### src/rtl/ro_reg_change_logger.sv
// Logs every change of a monitored read-only register value into a small FIFO drained by a valid/ready stream.
// Optional macro RO_REG_CHANGE_DELTA_EN adds a saturating idle-cycle delta per logged entry.
module ro_reg_change_logger #(
  parameter int unsigned DATA_WIDTH  = 16,
  parameter int unsigned FIFO_DEPTH  = 4,
  parameter int unsigned DELTA_WIDTH = 8
) (
  input  logic                          CLK,
  input  logic                          RSTN,
  input  logic [DATA_WIDTH-1:0]         VALUE_IN,
  input  logic                          ENABLE,
  input  logic                          CLEAR,
  output logic                          EVT_VALID,
  input  logic                          EVT_READY,
  output logic [DATA_WIDTH-1:0]         EVT_DATA,
  output logic [DELTA_WIDTH-1:0]        EVT_DELTA,
  output logic [$clog2(FIFO_DEPTH):0]   LEVEL,
  output logic                          OVERFLOW
);

  localparam int unsigned PTR_W = $clog2(FIFO_DEPTH);
  localparam int unsigned LVL_W = PTR_W + 1;

  logic [DATA_WIDTH-1:0] prev_q;
  logic [DATA_WIDTH-1:0] data_mem_q [FIFO_DEPTH];
  logic [PTR_W-1:0]      wr_ptr_q, wr_ptr_d;
  logic [PTR_W-1:0]      rd_ptr_q, rd_ptr_d;
  logic [LVL_W-1:0]      level_q, level_d;
  logic                  valid_q, valid_d;
  logic                  ovf_q, ovf_d;

  logic push, pop, full, accept, drop;

  // Event qualification; CLEAR overrides both push and pop.
  always_comb begin
    push   = (VALUE_IN != prev_q) && ENABLE && !CLEAR;
    pop    = valid_q && EVT_READY && !CLEAR;
    full   = (level_q == LVL_W'(FIFO_DEPTH));
    accept = push && (!full || pop);
    drop   = push && full && !pop;
  end

  always_comb begin
    wr_ptr_d = wr_ptr_q;
    rd_ptr_d = rd_ptr_q;
    level_d  = level_q;
    ovf_d    = ovf_q;
    valid_d  = valid_q;
    if (CLEAR) begin
      wr_ptr_d = '0;
      rd_ptr_d = '0;
      level_d  = '0;
      ovf_d    = 1'b0;
    end else begin
      if (accept) wr_ptr_d = wr_ptr_q + PTR_W'(1);
      if (pop)    rd_ptr_d = rd_ptr_q + PTR_W'(1);
      level_d = level_q + LVL_W'(accept) - LVL_W'(pop);
      if (drop)   ovf_d = 1'b1;
    end
    valid_d = (level_d != '0);
  end

  always_ff @(posedge CLK or negedge RSTN) begin
    if (!RSTN) begin
      prev_q   <= '0;
      wr_ptr_q <= '0;
      rd_ptr_q <= '0;
      level_q  <= '0;
      valid_q  <= 1'b0;
      ovf_q    <= 1'b0;
    end else begin
      prev_q   <= VALUE_IN;
      wr_ptr_q <= wr_ptr_d;
      rd_ptr_q <= rd_ptr_d;
      level_q  <= level_d;
      valid_q  <= valid_d;
      ovf_q    <= ovf_d;
    end
  end

  // Storage is reset so the head reads 0 while in reset.
  always_ff @(posedge CLK or negedge RSTN) begin
    if (!RSTN) begin
      for (int i = 0; i < int'(FIFO_DEPTH); i++) data_mem_q[i] <= '0;
    end else if (accept) begin
      data_mem_q[wr_ptr_q] <= VALUE_IN;
    end
  end

  assign EVT_VALID = valid_q;
  assign EVT_DATA  = data_mem_q[rd_ptr_q];
  assign LEVEL     = level_q;
  assign OVERFLOW  = ovf_q;

`ifdef RO_REG_CHANGE_DELTA_EN
  logic [DELTA_WIDTH-1:0] cnt_q, cnt_d;
  logic [DELTA_WIDTH-1:0] delta_mem_q [FIFO_DEPTH];

  // Idle counter restarts on every qualified change, even a dropped one.
  always_comb begin
    cnt_d = cnt_q;
    if (CLEAR || push) begin
      cnt_d = '0;
    end else if (cnt_q != '1) begin
      cnt_d = cnt_q + DELTA_WIDTH'(1);
    end
  end

  always_ff @(posedge CLK or negedge RSTN) begin
    if (!RSTN) begin
      cnt_q <= '0;
      for (int i = 0; i < int'(FIFO_DEPTH); i++) delta_mem_q[i] <= '0;
    end else begin
      cnt_q <= cnt_d;
      if (accept) delta_mem_q[wr_ptr_q] <= cnt_q;
    end
  end

  assign EVT_DELTA = delta_mem_q[rd_ptr_q];
`else
  assign EVT_DELTA = '0;
`endif

endmodule
### config.mk
export PLATFORM = sky130hd
export DESIGN_NAME = ro_reg_change_logger
export DESIGN_NICKNAME = d
export VERILOG_FILES = /design/src/rtl/ro_reg_change_logger.sv
export SDC_FILE = /design/constraint.sdc
export NUM_CORES = 1
export LEC_CHECK = 0
export ABC_AREA = 1
export BUFFER_PORTS_ARGS = -buffer_cell sky130_fd_sc_hd__buf_2
export CORE_UTILIZATION = 45
export DETAILED_ROUTE_END_ITERATION = 6
export GPL_ROUTABILITY_DRIVEN = 0
export PLACE_DENSITY_LB_ADDON = 0.15
export REMOVE_ABC_BUFFERS = 1
export SLEW_MARGIN = 30
export SYNTH_ARGS = -nofsm -noshare
export SYNTH_HDL_FRONTEND = slang
export SYNTH_SLANG_ARGS = --single-unit
### constraint.sdc
create_clock -name CLK -period 3.75 [get_ports CLK]
set_clock_uncertainty 0.15 [all_clocks]
set_input_delay 0.1875 -clock CLK [delete_from_list [all_inputs] [get_ports CLK]]
set_output_delay 0.1875 -clock CLK [all_outputs]
set_load 0.005 [all_outputs]
==> results of run 1 <==
cells in the mapped netlist:
| cell type | count |
|---|---|
| nand2_1 | 235 |
| dfrtp_1 | 89 |
| nor2_1 | 55 |
| inv_1 | 43 |
| o21ai_0 | 36 |
| o22ai_1 | 16 |
| buf_4 | 12 |
| clkbuf_1 | 9 |
| ha_1 | 6 |
| a21oi_1 | 4 |
| buf_6 | 4 |
| nand2_2 | 4 |
| nand4_1 | 4 |
| nor2_4 | 4 |
| nand3_1 | 3 |
| nor2_2 | 2 |
| conb_1 | 1 |
| fa_1 | 1 |
| nand3_4 | 1 |
| nor3_1 | 1 |
| or3_1 | 1 |
| xnor2_1 | 1 |
final timing paths:
| kind | end | startpoint |
|---|---|---|
| max | EVT_VALID | VALUE_IN[4] |
| min | OVERFLOW | ENABLE |
| max reg2reg | EVT_VALID | prev_q[4] |
| min reg2reg | data_mem_q[21] | data_mem_q[21] |
| max in group asynchronous | prev_q[7] | RSTN |
| min in group asynchronous | data_mem_q[6] | RSTN |
layout make-up:
| cell class | count | area [um2] | share of cell area, % |
|---|---|---|---|
| clock buffer | 12 | 165 | 3.37 |
| clock inverter | 4 | 97.6 | 1.99 |
| inverter | 43 | 161 | 3.29 |
| multi-input combinational | 382 | 1670 | 34.2 |
| sequential | 89 | 2230 | 45.5 |
| tap | 108 | 135 | 2.76 |
| timing repair buffer | 65 | 439 | 8.96 |
registers in the layout, summed over array words and instances (netlist names):
| signal | cells |
|---|---|
| wr_ptr_q | 2 |
| data_mem_q | 64 |
| LEVEL | 3 |
| OVERFLOW | 1 |
| EVT_VALID | 1 |
| rd_ptr_q | 2 |
| prev_q | 16 |
where the power goes:
group,internal [mW],total [mW],switching (mW),leakage (nW)
Sequential,1.33,1.52,0.193,1.13
Combinational,0.405,0.965,0.559,1.44
Clock,0.498,0.838,0.341,0.129
per-layer routing:
layer,track usage (%),wire [um],vias to the layer above
li1,-,-,1735
met1,30.5,4700,1663
met2,35.3,4680,69
met3,3.19,392,11
met4,7.92,126,0
met5,0,0,-
layout by cell type (no fill, tap or decap), types with 3 or more instances in the layout:
cell type / n
bufinv_16: 3
nand2_2: 4
conb_1: 8
nand4_1: 4
nand2_1: 235
nor2_4: 4
ha_1: 6
buf_2: 40
nand3_1: 3
a21oi_1: 4
clkbuf_8: 12
nor2_1: 55
dlygate4sd3_1: 19
buf_4: 5
o21ai_0: 36
inv_1: 42
dfrtp_1: 89
o22ai_1: 16
cell families (layout without fill, tap and decap cells):
group | count (synthesis) | in the layout | share of synthesized area, %
compound gates | 56 | 56 | 7.14
xor+xnor | 1 | 1 | 0.208
fa+ha+maj | 7 | 7 | 2.26
buf+inv | 68 | 124 | 7.85
flops | 89 | 89 | 53.0
other cells | 1 | 8 | 0.0892
simple gates | 310 | 310 | 29.5
timing repair:
action | 4_1_cts | 5_1_grt
endpoints found under the hold margin | 153 | 0
resized for setup | 0 | 0
hold buffers | 19 | 0
worst reg2reg max path, cell delays in order (launching register included):
cell,delay [ps]
dfrtp_1,380
nand2_1,60
nand2_1,50
nor2_1,220
nand2_1,80
nor2_1,130
nand2_2,140
nand3_4,190
ha_1,270
inv_1,60
ha_1,130
inv_1,50
fa_1,470
nor2_1,50
or3_1,370
==> run metrics, run 1 <==
fin util=55.1%; worst hold slack=45.7 ps; Slew Viols, Final=0; Period minus WS final=3090 ps; Crit path required time=~3800 ps; setup violators final=0; synthesis-to-finish area growth=16.5%; fin crit share=82.3%; CP bufs+invs=5; CP delay by family, top=simple AND/OR/NAND/NOR gates; initial antenna violation count=0; Max Fclk=324 MHz; R2R setup slack=840 ps; Yosys warning total=0; register area share after synthesis=53.0%; Core Region=0.00889 mm2; layout cells sized above 1=12.4%; Final Hold Vio Count=0; Slew @ Worst Pin=around 1000 ps; Post-Syn Area=0.00421 mm2; CP Max Fanout=9; RSZ-0062 raised after global routing=no; Area contributors post-synth=dfrtp_1 (53%), nand2_1 (21%), nor2_1 (4.9%); Clk Latency, worst-skew pair=360 ps; first-pass GRT wire length=16.4 mm; Non-Filler Instances=703; Detailed Place HPWL=5.87 mm; Ports=50; Clock Path Buffers=2; wire per inst=14.1 um; Synth Register Bits=89; setup total negative slack=0 ps; setup slack after layout=around 660 ps; Worst-path clk slew=80 ps; status=completed; first-iteration detailed-routing DRC count=207; GRT Residual Overflow=0; max_cap viols=0; Worst EP arrival=3170 ps; DRC=0; Setup crit end kind=flip-flop; fill count=about 830; CP Cell Sequence=dlygate4sd3_1, buf_2, inv_1, nand2_1, nand2_1, nor2_1, nand2_1, nor2_1, nand2_2, nand3_4, ha_1, inv_1, ha_1, inv_1, fa_1, nor2_1, or3_1; library cells used by synthesis=22; Tot GR Track Use=a little over a fifth; H-tree depth=3; die width=98.7 um; CTS tree=done; Worst Hold Class=input pin to flip-flop; R2R depth=14; post-synth top area share=53.0%; DRT Pass-1 Iters=5; row cnt=34; synthesized area per cell=7.90 um2; Antenna Nets Post-Route=0; die height=98.7 um; via count of the first global-routing pass=approximately 3300; Clock Sinks=89; cell area after placement=0.00444 mm2; Post-Syn Instances=532; placed instance count=668; Post CTS Setup Buffer Count=0; die area=0.00974 mm2; Crit path largest cell delay=510 ps; antenna diode count=0; cts bufs inserted=9; CP Depth=17; root buf cell=clkbuf_8; Slew headroom=34.6%; startpoint types=input pin; WS Path Type=input pin to flip-flop; Initial Utilization=between 40% and 50%; Slowest-stage cell, CP=dlygate4sd3_1; mean number of vias per cell=4.95; post-route cell area=0.00490 mm2; PwrDens=678 mW/mm2; vias=between 3000 and 4000; Place WS=843 ps; Pleak=2.70 nW; largest net degree at the start of global routing=slightly above 70; Tot Pwr=3.32 mW; # port buffers=41; layout net count=618; maximum VDD drop=0.249 mV; post-synth top area cell=dfrtp_1; wirelength, routed=9.90 mm; hold path depth=3
Note: power is estimated with default switching activity, not from simulation.
==> run 2: changes to the inputs <==
- ABC_AREA: 1 -> 0
- clock period: 3.75 -> 2.55 ns (I/O delays scaled with it)
==> run metrics, run 2 <==
Clk Latency, worst-skew pair=350 ps (was 360 ps); setup slack after layout=-319 ps (was 663 ps); Slew headroom=60.9% (was 34.6%); Setup crit end=EVT_VALID (unchanged); Antenna Nets Post-Route=0 (unchanged); setup violators final=2 (was 0); Setup crit end kind=flip-flop (unchanged); Clock Path Buffers=2 (unchanged); CP Max Fanout=2 (was 9); largest register by flop count=data_mem_q (unchanged); startpoint types=flip-flop (was input pin); Final Hold Vio Count=0 (unchanged); synthesis-to-finish area growth=25.2% (was 16.5%); Initial Utilization=46.2% (was 47.3%); CTS tree=done (unchanged); top cells by instance count after synthesis=dfrtp_1 (89), mux2_1 (48), xor2_1 (19) (was nand2_1 (235), dfrtp_1 (89), nor2_1 (55)); die area=0.00929 mm2 (was 0.00974 mm2); Detailed Place HPWL=4.92 mm (was 5.87 mm); layout net count=372 (was 618); Tot Pwr=4.65 mW (was 3.32 mW); Post-synth ARST share=100% (unchanged); Post-Syn Area=0.00401 mm2 (was 0.00421 mm2); Place WS=-448 ps (was 843 ps); R2R depth=13 (was 14); Ports=50 (unchanged); R2R setup slack=-320 ps (was 840 ps); complex-gate fraction of the synthesized area=0.156% (was 7.14%); RSZ-0062 raised after global routing=yes (was no); number of synthesized flops with an enable pin=0 (unchanged); die width=96.4 um (was 98.7 um); Clock Sinks=89 (unchanged); Pleak=2.31 nW (was 2.70 nW); H-tree depth=3 (unchanged); Slew Viols, Final=0 (unchanged); Crit path largest cell delay=530 ps (was 510 ps); Slowest-stage cell, CP=or4b_1 (was dlygate4sd3_1); FF-to-FF End=EVT_VALID (unchanged); # port buffers=41 (unchanged); Post-Syn Instances=248 (was 532); vias=2298 (was 3478); ys flop type=dfrtp_1 (unchanged); Period minus WS final=2870 ps; DRC=0 (unchanged); WS Path Type=flip-flop to flip-flop (was input pin to flip-flop); antenna diode count=0 (unchanged); most frequent cells in the layout=dfrtp_1 (89), mux2_1 (48), buf_2 (40) (was nand2_1 (235), dfrtp_1 (89), nor2_1 (55)); Critical Path Start=EVT_VALID (was VALUE_IN[4]); layout cells sized above 1=40.1% (was 12.4%); cts bufs inserted=9 (unchanged); row cnt=34 (unchanged); Area contributors post-synth=dfrtp_1 (56%), mux2_1 (13%), mux4_2 (9.0%) (was dfrtp_1 (53%), nand2_1 (21%), nor2_1 (4.9%)); initial antenna violation count=0 (unchanged); Worst-path clk slew=90 ps (was 80 ps); max_cap viols=0 (unchanged); status=finished with violations (was completed); CP Cell Sequence=nand2_1, nor2_2, or4b_1, nand3_4, ha_4, inv_4, ha_4, inv_2, fa_2, xor2_1, xnor2_1, nor2_1, or3_1 (was dlygate4sd3_1, buf_2, inv_1, nand2_1, nand2_1, nor2_1, nand2_1, nor2_1, nand2_2, nand3_4, ha_1, inv_1, ha_1, inv_1, fa_1, nor2_1, or3_1); max FFs per register=64 (unchanged); r2r startpoint=EVT_VALID (was prev_q[4]); Slew @ Worst Pin=587 ps (was 978 ps); DRT Pass-1 Iters=5 (unchanged); failing checks=setup timing; post-synthesis adder-cell area fraction=2.37% (was 2.26%); commonest non-fill, non-tap cell in the layout=dfrtp_1 (was nand2_1); Synth Area in Simple Gates=6.06% (was 29.5%); largest net degree at the start of global routing=45 (was 71); wire per inst=16.9 um (was 14.1 um); via count of the first global-routing pass=2442 (was 3265); Worst Hold Class=input pin to flip-flop (unchanged); mux contribution to synthesized area=27.5% (was 0%); first-pass GRT wire length=12.6 mm (was 16.4 mm); Max Fclk=349 MHz; PwrDens=927 mW/mm2 (was 678 mW/mm2); Yosys warning total=0 (unchanged); wirelength, routed=7.74 mm (was 9.90 mm); first-iteration detailed-routing DRC count=54 (was 207); main combinational cell family by area after synthesis=multiplexers (was simple AND/OR/NAND/NOR gates); Worst EP arrival=2960 ps (was 3170 ps); top-count cell post-synth=dfrtp_1 (was nand2_1); setup total negative slack=-578 ps (was 0 ps); maximum VDD drop=0.393 mV (was 0.249 mV); fin util=57.8% (was 55.1%); mean number of vias per cell=5.03 (was 4.95); Tot GR Track Use=19.0% (was 22.0%); fin crit share=113%; xor and xnor fraction of the mapped netlist area=4.37% (was 0.208%); Crit path required time=2640 ps (was 3830 ps); root buf cell=clkbuf_8 (unchanged); Synth Register Bits=89 (unchanged); library cells used by synthesis=28 (was 22); GRT Residual Overflow=0 (unchanged); post-synth top area cell=dfrtp_1 (unchanged); synthesized area per cell=16.2 um2 (was 7.90 um2); die height=96.4 um (was 98.7 um); register area share after synthesis=55.6% (was 53.0%); Core Region=0.00868 mm2 (was 0.00889 mm2); crit-path most repeated cell=ha_4; post-synth top area share=55.6% (was 53.0%)
[run 2: metal layers]
metal / share of wire (%) / GRT usage [%] / vias up
met5: 0 / 0 / -
met2: 50 / 30.2 / 32
met3: 2.6 / 3.13 / 7
met4: 0.76 / 8.21 / 0
met1: 47 / 26.0 / 1196
li1: - / - / 1063
[run 2: power breakdown]
group,total (mW),internal (mW),switching (mW)
registers,2.14,1.91,0.239
clock network,1.07,0.578,0.496
logic,1.43,0.884,0.548
total,4.65,3.37,1.28
[run 2: repair_timing]
action / in CTS / in global routing
hold buffers: 22 / 0
pin swaps: 2 / 0
resized for setup: 7 / 4
endpoints found under the setup margin: 3 / 3
setup buffers: 3 / 1
cloned: 0 / 0
endpoints found under the hold margin: 113 / 0
[run 2: area by class of cell]
class	instances	area (um2)
timing repair buffer	97	708
multi-input combinational	143	1710
fill	736	3660
clock inverter	5	78.8
clock buffer	11	141
sequential	89	2230
tap	108	135
inverter	4	17.5
[run 2: critical path, delay by kind of cell (launching register included)]
family / cells / cell delay [ps]
simple gates: 6 / 1180
fa+ha+maj: 3 / 630
flops: 1 / 390
xor+xnor: 2 / 310
buf+inv: 2 / 80
[run 2: stage by stage]
stage	area, um2	hold slack (ps)	cells
6_report	5020	90.2	457
5_1_grt	5020	94.1	457
3_5_place_dp	4490	18.5	416
4_1_cts	4980	80.5	456
3_3_place_gp	4490	15.2	416
2_1_floorplan	3890	-318	236
[run 2: worst min-delay path by stage]
stage | start | endpoint | slack (ps) | depth (start not counted)
detailed placement | RSTN | data_mem_q[55] | 20 | 1
global placement | RSTN | data_mem_q[62] | 20 | 1
CTS | CLEAR | LEVEL[2] | 80 | 4
finish | CLEAR | wr_ptr_q[0] | 90 | 4
floorplan | RSTN | EVT_VALID | -320 | 0
global route | CLEAR | wr_ptr_q[0] | 90 | 4
[run 2: logic make-up after synthesis]
logic type,Yosys count
flip-flops,89
multiplexers,82
AND/OR/NAND/NOR,25
buffers and inverters,23
XOR/XNOR,20
adder cells (fa/ha/maj),7
other,1
AO/OA/AOI/OAI,1
==> run 3: changes to the inputs <==
- CORE_UTILIZATION: 45 -> 52
- CTS_CLUSTER_SIZE: not set -> 40
==> run metrics, run 3 (synthesized netlist as in run 2, its figures left out) <==
fin util=67.4% (was 57.8%); max layer used=met4 (unchanged); Clock Path Buffers=2 (unchanged); Slew Viols, Final=0 (unchanged); # port buffers=41 (unchanged); CTS tree=done (unchanged); vias=2312 (was 2298); Worst EP arrival=3040 ps (was 2960 ps); r2r startpoint=prev_q[11] (was EVT_VALID); setup violators final=3 (was 2); Tot GR Track Use=21.1% (was 19.0%); Clk Latency, worst-skew pair=350 ps (about the same); Pleak=2.29 nW (was 2.31 nW); Antenna Nets Post-Route=0 (unchanged); most frequent cells in the layout=dfrtp_1 (89), mux2_1 (48), buf_2 (40) (unchanged); mean number of vias per cell=5.18 (was 5.03); Hold Startpoint=CLEAR (unchanged); maximum VDD drop=0.489 mV (was 0.393 mV); Metal-1 WL=3.54 mm (was 3.61 mm); die area=0.00806 mm2 (was 0.00929 mm2); layout net count=371 (was 372); via count of the first global-routing pass=2501 (was 2442); GRT Residual Overflow=0 (unchanged); Worst Hold Class=input pin to flip-flop (unchanged); WS Path Type=flip-flop to flip-flop (unchanged); DRC=0 (unchanged); Initial Utilization=54.4% (was 46.2%); Tot Pwr=4.56 mW (was 4.65 mW); setup slack after layout=-408 ps (was -319 ps); PwrDens=919 mW/mm2 (was 927 mW/mm2); first-pass GRT wire length=12.9 mm (was 12.6 mm); FF-to-FF End=EVT_VALID (unchanged); Crit path required time=2630 ps (was 2640 ps); Period minus WS final=2960 ps (was 2870 ps); Crit path largest cell delay=380 ps (was 530 ps); first-iteration detailed-routing DRC count=81 (was 54); max_cap viols=0 (unchanged); fin crit share=116% (was 113%); hold endpoint=LEVEL[1] (was wr_ptr_q[0]); CP Cell Sequence=xor2_1, nor4_2, buf_4, nand4_4, nand3_4, ha_4, inv_2, ha_4, inv_2, fa_2, xor2_2, xnor2_1, nor2_1, or3_1 (was nand2_1, nor2_2, or4b_1, nand3_4, ha_4, inv_4, ha_4, inv_2, fa_2, xor2_1, xnor2_1, nor2_1, or3_1); DRT Pass-1 Iters=4 (was 5); status=finished with violations (unchanged); largest net degree at the start of global routing=48 (was 45); Slew @ Worst Pin=576 ps (was 587 ps); Critical Path Start=prev_q[11] (was EVT_VALID); Ports=50 (unchanged); antenna diode count=0 (unchanged); Core Region=0.00737 mm2 (was 0.00868 mm2); synthesis-to-finish area growth=23.9% (was 25.2%); Final Hold Vio Count=0 (unchanged); worst hold slack=84.1 ps (was 90.2 ps); Setup crit end kind=flip-flop (unchanged); wire length on met3=225 um (was 198 um); H-tree depth=3 (unchanged); Detailed Place HPWL=4.70 mm (was 4.92 mm); row cnt=31 (was 34); max FFs per register=64 (unchanged); wirelength, routed=7.55 mm (was 7.74 mm); largest register by flop count=data_mem_q (unchanged); Clock Sinks=89 (unchanged); RSZ-0062 raised after global routing=yes (unchanged); R2R depth=14 (was 13); layout cells sized above 1=40.9% (was 40.1%); die height=89.8 um (was 96.4 um); commonest non-fill, non-tap cell in the layout=dfrtp_1 (unchanged); R2R setup slack=-410 ps (was -320 ps); startpoint types=flip-flop (unchanged); initial antenna violation count=0 (unchanged); cts bufs inserted=9 (unchanged); hold path depth=4 (unchanged); Worst-path clk slew=90 ps (about the same); Slowest-stage cell, CP=dfrtp_1 (was or4b_1); root buf cell=clkbuf_8 (unchanged); wire per inst=16.9 um (about the same); Slew headroom=61.6% (was 60.9%); failing checks=setup timing (unchanged); die width=89.8 um (was 96.4 um); met2 wire length=3.61 mm (was 3.87 mm); Max Fclk=338 MHz (was 349 MHz); CP Max Fanout=2 (unchanged)
==> run 3: metal layers <==
metal / vias to the layer above / track usage [%]
met5: - / 0
met4: 0 / 10.2
met3: 13 / 3.21
met2: 49 / 32.3
met1: 1186 / 29.6
li1: 1064 / -
==> run 3: worst max-delay path, delay by kind of cell (launching register included) <==
family,cells,cell delay (ps)
adders and majority gates,3,680
DFF,1,380
and+or+nand+nor,5,900
xor gates and xnor gates,3,460
buffers and inverters,3,270
==> run 3: through the flow <==
step | std cells | instance area (um2) | TNS (ps) | setup slack (ps)
after floorplan | 236 | 3890 | -1010 | -606
after global placement | 408 | 4480 | -543 | -410
after detailed placement | 408 | 4480 | -644 | -447
after CTS | 445 | 4950 | -681 | -406
after global routing | 446 | 4960 | -1060 | -568
final | 446 | 4960 | -655 | -408
==> run 3: worst max path at each step <==
stage	endpoint	slack, ps	cells past startpoint
finish	EVT_VALID	-410	14
global route	EVT_VALID	-570	14
CTS	EVT_VALID	-410	14
detailed placement	EVT_VALID	-450	14
global placement	EVT_VALID	-410	14
floorplan	EVT_VALID	-610	13
==> run 3: area by class of cell <==
| class | instances | area, um2 |
|---|---|---|
| flip-flops and latches | 89 | 2230 |
| well taps | 99 | 124 |
| inverters | 4 | 15.0 |
| clock inverters | 4 | 51.3 |
| fillers | 566 | 2410 |
| multi-input cells | 143 | 1710 |
| repair buffers | 96 | 686 |
| clock buffers | 11 | 151 |
==> run 3: where the power goes <==
| part | internal [mW] | total (mW) | switching, mW |
|---|---|---|---|
| Combinational | 0.875 | 1.42 | 0.544 |
| Clock | 0.504 | 1.00 | 0.499 |
| Sequential | 1.91 | 2.14 | 0.237 |
| Total | 3.28 | 4.56 | 1.28 |
==> run 3: timing repair <==
action                     in CTS  in global routing
setup endpoints to repair       3                  3
hold buffers                   21                  0
hold endpoints to repair      112                  0
gates resized for setup        10                  1
setup buffers                   1                  1
pin swaps                       7                  5
